## config.mk

```make
export PLATFORM = sky130hd
export DESIGN_NAME = memory_master
export DESIGN_NICKNAME = d
export VERILOG_FILES = /design/src/rtl/memory_master.sv
export SDC_FILE = /design/constraint.sdc
export NUM_CORES = 1
export LEC_CHECK = 0
export BUFFER_PORTS_ARGS = -buffer_cell sky130_fd_sc_hd__buf_2
export CORE_AREA = 2 2 136 125
export DETAILED_ROUTE_END_ITERATION = 16
export DIE_AREA = 0 0 138 127
export HOLD_SLACK_MARGIN = 0.06
export PLACE_DENSITY = 0.45
export SYNTH_ARGS = -nofsm -noshare
export SYNTH_HDL_FRONTEND = slang
export SYNTH_SLANG_ARGS = --single-unit
```

## constraint.sdc

```tcl
create_clock -name clk -period 1.67 [get_ports clk]
set_input_delay 0.0835 -clock clk [delete_from_list [all_inputs] [get_ports clk]]
set_output_delay 0.0835 -clock clk [all_outputs]
set_load 0.01 [all_outputs]
```

## src/rtl/memory_master.sv

```systemverilog
// Burst memory master: issues 1..16 beat read/write bursts to a simple
// fixed-latency memory. Optional read-back compare enabled by MEMORY_MASTER_RDCHK_EN.
module memory_master #(
  parameter int ADDR_WIDTH = 4,
  parameter int DATA_WIDTH = 32
) (
  input  logic                  clk,
  input  logic                  reset_n,
  input  logic                  cmd_valid,
  output logic                  cmd_ready,
  input  logic                  cmd_write,
  input  logic [ADDR_WIDTH-1:0] cmd_addr,
  input  logic [3:0]            cmd_len,
  input  logic [DATA_WIDTH-1:0] cmd_wdata,
  output logic                  mem_wr,
  output logic                  mem_rd,
  output logic [ADDR_WIDTH-1:0] mem_addr,
  output logic [DATA_WIDTH-1:0] mem_wdata,
  input  logic [DATA_WIDTH-1:0] mem_rdata,
  input  logic                  mem_response,
  output logic                  rsp_valid,
  output logic [DATA_WIDTH-1:0] rsp_data,
  output logic                  done,
  output logic                  err
);

  typedef enum logic [1:0] {
    IDLE  = 2'd0,
    ISSUE = 2'd1,
    DRAIN = 2'd2
  } state_t;

  state_t      state_r;
  state_t      next_state_s;
  logic        accept_s;
  logic        advance_s;
  logic [3:0]  beat_r;
  logic [3:0]  len_r;
  logic        wr_pend_r;
  logic        rd_pend_r;
  logic        err_flag_r;
  logic        wr_fail_s;
  logic        rd_fail_s;
  logic        err_next_s;

  assign cmd_ready = (state_r == IDLE);

  // Next-state decode and beat sequencing enables
  always_comb begin
    next_state_s = state_r;
    accept_s     = 1'b0;
    advance_s    = 1'b0;
    case (state_r)
      IDLE: begin
        if (cmd_valid) begin
          next_state_s = ISSUE;
          accept_s     = 1'b1;
        end else begin
          next_state_s = IDLE;
        end
      end
      ISSUE: begin
        if (beat_r == len_r) begin
          next_state_s = DRAIN;
        end else begin
          next_state_s = ISSUE;
          advance_s    = 1'b1;
        end
      end
      DRAIN:   next_state_s = IDLE;
      default: next_state_s = IDLE;
    endcase
  end

`ifdef MEMORY_MASTER_RDCHK_EN
  logic [DATA_WIDTH-1:0] rd_exp_r;

  // Expected read value tracks seed + beat index of the next captured beat
  always_ff @(posedge clk or negedge reset_n) begin
    if (!reset_n) begin
      rd_exp_r <= {DATA_WIDTH{1'b0}};
    end else if (accept_s) begin
      rd_exp_r <= cmd_wdata;
    end else if (rd_pend_r) begin
      rd_exp_r <= rd_exp_r + DATA_WIDTH'(1);
    end else begin
      rd_exp_r <= rd_exp_r;
    end
  end
`endif

  // Per-cycle error sources; a write beat is acknowledged one cycle after issue
  always_comb begin
    wr_fail_s = wr_pend_r & ~mem_response;
`ifdef MEMORY_MASTER_RDCHK_EN
    rd_fail_s = rd_pend_r & (mem_rdata != rd_exp_r);
`else
    rd_fail_s = 1'b0;
`endif
    err_next_s = err_flag_r | wr_fail_s | rd_fail_s;
  end

  // State register
  always_ff @(posedge clk or negedge reset_n) begin
    if (!reset_n) begin
      state_r <= IDLE;
    end else begin
      state_r <= next_state_s;
    end
  end

  // Beat issue, response capture and completion status
  always_ff @(posedge clk or negedge reset_n) begin
    if (!reset_n) begin
      beat_r     <= 4'd0;
      len_r      <= 4'd0;
      mem_wr     <= 1'b0;
      mem_rd     <= 1'b0;
      mem_addr   <= {ADDR_WIDTH{1'b0}};
      mem_wdata  <= {DATA_WIDTH{1'b0}};
      wr_pend_r  <= 1'b0;
      rd_pend_r  <= 1'b0;
      err_flag_r <= 1'b0;
      rsp_valid  <= 1'b0;
      rsp_data   <= {DATA_WIDTH{1'b0}};
      done       <= 1'b0;
      err        <= 1'b0;
    end else begin
      wr_pend_r <= mem_wr;
      rd_pend_r <= mem_rd;
      rsp_valid <= rd_pend_r;
      if (rd_pend_r) begin
        rsp_data <= mem_rdata;
      end
      done <= (state_r == DRAIN);
      // The last beat's check lands on the DRAIN edge, so err takes the live value
      if (state_r == DRAIN) begin
        err <= err_next_s;
      end
      if (accept_s) begin
        beat_r     <= 4'd0;
        len_r      <= cmd_len;
        mem_wr     <= cmd_write;
        mem_rd     <= ~cmd_write;
        mem_addr   <= cmd_addr;
        mem_wdata  <= cmd_wdata;
        err_flag_r <= 1'b0;
      end else if (advance_s) begin
        beat_r     <= beat_r + 4'd1;
        mem_addr   <= mem_addr + ADDR_WIDTH'(1);
        mem_wdata  <= mem_wdata + DATA_WIDTH'(1);
        err_flag_r <= err_next_s;
      end else begin
        mem_wr     <= 1'b0;
        mem_rd     <= 1'b0;
        err_flag_r <= err_next_s;
      end
    end
  end

endmodule

```

==> flow_summary.json <==
{
  "hold_violations": 0,
  "min_period_ps": 1774,
  "powerDensity_nw_per_um2": 1871,
  "r2r_start": "len_r[2]$_DFFE_PN0P_",
  "slowest_delay_ps": 410,
  "port_buffers": 150,
  "crit_family": "compound AO/OA/AOI/OAI gates",
  "fin_util_pct": 42.70,
  "grt_pass1_wl_um": 20000,
  "syn_nets": 453,
  "htreeDepth": 3,
  "drc": 0,
  "dieWidth_um": 138,
  "clock_latency_ps": 340,
  "slew_violations": 0,
  "crit_path_end_kind": "flip-flop",
  "worst_setup_path_start_kind": "flip-flop",
  "syn-instance-count": 373,
  "finalClockSkew_ps": 6.057,
  "cts_tree": "yes",
  "ys_seq_elements": 86,
  "path_max_fanout": 30,
  "yosys.area.top_type_share_pct": 54.14,
  "clockBufferDepth": 2,
  "syn_area_um2": 3975,
  "drive_above_1_share_pct": 46.07,
  "avgViaCountPerCell": 4.473,
  "grt_max_degree": 87,
  "finalWirelength_um": 12340,
  "setup_viol": 8,
  "place.gp.congestion": 0.8124,
  "dieArea_um2": 17530,
  "overflow": 0,
  "rows": 44,
  "ys_warn_count": 0,
  "setup_slack_ps": -104.1,
  "critPathLaunch": "len_r[2]$_DFFE_PN0P_",
  "synth_edf_count": 0,
  "status": "finished, violations left",
  "start_util_pct": 24.90,
  "ioPinCount": 151,
  "antenna_found_initial": 0,
  "ys_async_sr_fraction_pct": 100.0,
  "max_freq_ghz": 0.5637,
  "synth_top_area_cell": "dfrtp_1",
  "syn_area_per_cell_um2": 10.66,
  "place_ws_ps": -94.29,
  "ir_drop_mv": 0.8362,
  "cts_made_buffers": 9,
  "first_pass_iters": 4,
  "cts.clk_slew.worst_paths_ps": 60,
  "fin_setup_tns_ps": -551.2,
  "cap_violations": 0,
  "ys_types": 45,
  "rsz0062_at_grt": "true",
  "ys_seq_area_share_pct": 54.14,
  "ys.flop_type": "dfrtp_1",
  "cp_slowest_cell": "dfrtp_1",
  "postRouteAntennaNets": 0,
  "min_from": "cmd_valid",
  "worst-setup-path-type": "flip-flop to flip-flop",
  "via_count": 3887,
  "worstPathCellList": "xnor2_2 -> a41oi_2 -> buf_12 -> nand3_1 -> or3_1 -> a31oi_1",
  "crit_arrival_ps": 2040,
  "clk_root_buffer_cell": "clkbuf_16",
  "layoutNonFillerInstCount": 869,
  "first_iter_violations": 122,
  "core_area_um2": 15970,
  "grt_pass1_vias": 3969,
  "die-height_um": 127,
  "area_delta_synth_final_pct": 71.51,
  "cp.required_ps": 1940,
  "grt_usage_pct": 14.02,
  "slew_headroom_pct": 68.04,
  "fin_nets": 737,
  "placed_cells_incl_taps": 767,
  "avgRoutedWirePerCell_um": 14.20,
  "fin_crit_sh_pct": 106.2,
  "num_antenna_cells": 0,
  "violations": "setup timing",
  "dp_hpwl_um": 8287,
  "cts.sinks": 86,
  "worstHoldPathType": "input pin to flip-flop",
  "critPathBufInv": 1,
  "p_leak_nw": 3.124,
  "synth.area.top_cells": "dfrtp_1 (54%), mux2_2 (9.1%), nand2_1 (5.4%)",
  "worstMarginPinSlew_ps": 479.4
}
layout make-up:
cell class / count / area, µm²
flip-flops and latches: 86 / 2166
well taps: 207 / 259.0
clock inverters: 6 / 133.9
clock buffers: 10 / 229.0
repair buffers: 293 / 2137
fillers: 1581 / 9148
inverters: 7 / 26.28
multi-input cells: 260 / 1867
cell usage in the layout, fill, tap and decap left out, drive strengths merged, types with 5 or more instances in the layout:
cell type / synthesis / final
nor2: 23 / 23
nor3: 8 / 8
a31oi: 5 / 5
nand4: 20 / 20
o211ai: 5 / 5
dlygate4sd3: 0 / 75
mux2: 32 / 32
nand2: 57 / 57
xor2: 15 / 15
o21ai: 28 / 28
xnor2: 8 / 8
clkbuf: 12 / 11
inv: 7 / 7
nand3: 13 / 13
buf: 8 / 217
a21oi: 10 / 10
dfrtp: 86 / 86
final timing paths:
kind	to	slack, ps	depth (start not counted)
max	mem_wdata[30]$_DFFE_PN0P_	-100	6
min in group asynchronous	rsp_data[15]$_DFFE_PN0P_	320	3
max reg2reg	mem_wdata[30]$_DFFE_PN0P_	-100	6
max in group asynchronous	mem_wdata[20]$_DFFE_PN0P_	950	3
min reg2reg	rd_pend_r$_DFF_PN0_	390	0
min	mem_addr[3]$_DFFE_PN0P_	130	3
where the power goes:
group          internal (mW)  total, mW  switching (mW)  leakage, nW
Clock                   1.61       2.44           0.829        0.177
Sequential              3.12       3.85           0.726         1.03
Combinational           3.18       6.47            3.28         1.92
synth_stat cells (2+ instances only):
| cell | instances |
|---|---|
| o21ai_1 | 8 |
| and2_1 | 3 |
| dfrtp_1 | 86 |
| nand3_1 | 12 |
| a221o_1 | 4 |
| a21o_1 | 2 |
| nand4_1 | 17 |
| a31oi_1 | 5 |
| and4_1 | 2 |
| nor3_1 | 7 |
| o211ai_1 | 5 |
| buf_1 | 3 |
| nor2_1 | 23 |
| a21oi_1 | 10 |
| ha_1 | 3 |
| nand4_2 | 2 |
| o311ai_1 | 2 |
| inv_1 | 7 |
| mux2_2 | 32 |
| nand2_1 | 57 |
| buf_2 | 5 |
| xor2_1 | 15 |
| clkbuf_1 | 12 |
| a41oi_1 | 3 |
| o21ai_0 | 20 |
| xnor2_1 | 8 |
| or3_1 | 2 |
worst min-delay path, cell delays in order:
cell	delay, ps
buf_2	110
nand2_1	160
a21oi_1	90
sequential cells by signal, indices dropped and copies added (netlist names):
register / count
rd_pend_r: 1
state_r: 2
err: 1
beat_r: 4
mem_rd: 1
wr_pend_r: 1
len_r: 4
rsp_valid: 1
done: 1
mem_wr: 1
mem_addr: 4
rsp_data: 32
err_flag_r: 1
mem_wdata: 32
per-layer routing:
metal / up-vias / global-route usage [%] / part of all wire (%)
met1: 1840 / 18.53 / 48
li1: 1900 / - / -
met3: 13 / 4.648 / 5.9
met4: 0 / 3.601 / 0.96
met2: 134 / 22.28 / 45
met5: - / 0 / 0
cell families (layout without fill, tap and decap cells):
kind of cell / count (synthesis) / count (layout) / share of synthesized area [%]
xor gates and xnor gates: 23 / 23 / 5.068
adders and majority gates: 3 / 3 / 0.9444
AOI/OAI and AO/OA: 65 / 65 / 10.29
and+or+nand+nor: 137 / 137 / 17.78
muxes: 32 / 32 / 9.065
buffers and inverters: 27 / 316 / 2.707
DFF: 86 / 86 / 54.14
metrics by stage:
stage,cell area (µm²),total power [mW],hold WS (ps)
3_3_place_gp,5423,9.552,164.9
5_1_grt,6818,13.66,166.4
6_report,6818,12.76,133.6
4_1_cts,6628,12.45,109.1
2_1_floorplan,4001,6.827,-212.1
3_5_place_dp,5423,9.625,164.6
what timing repair did:
item,CTS,global route
endpoints found under the setup margin,20,32
hold buffers,75,0
gates cloned,0,3
resized for setup,15,34
setup buffers,1,7
pin swaps,6,17
endpoints found under the hold margin,161,0
(Power assumes the default switching activity.)
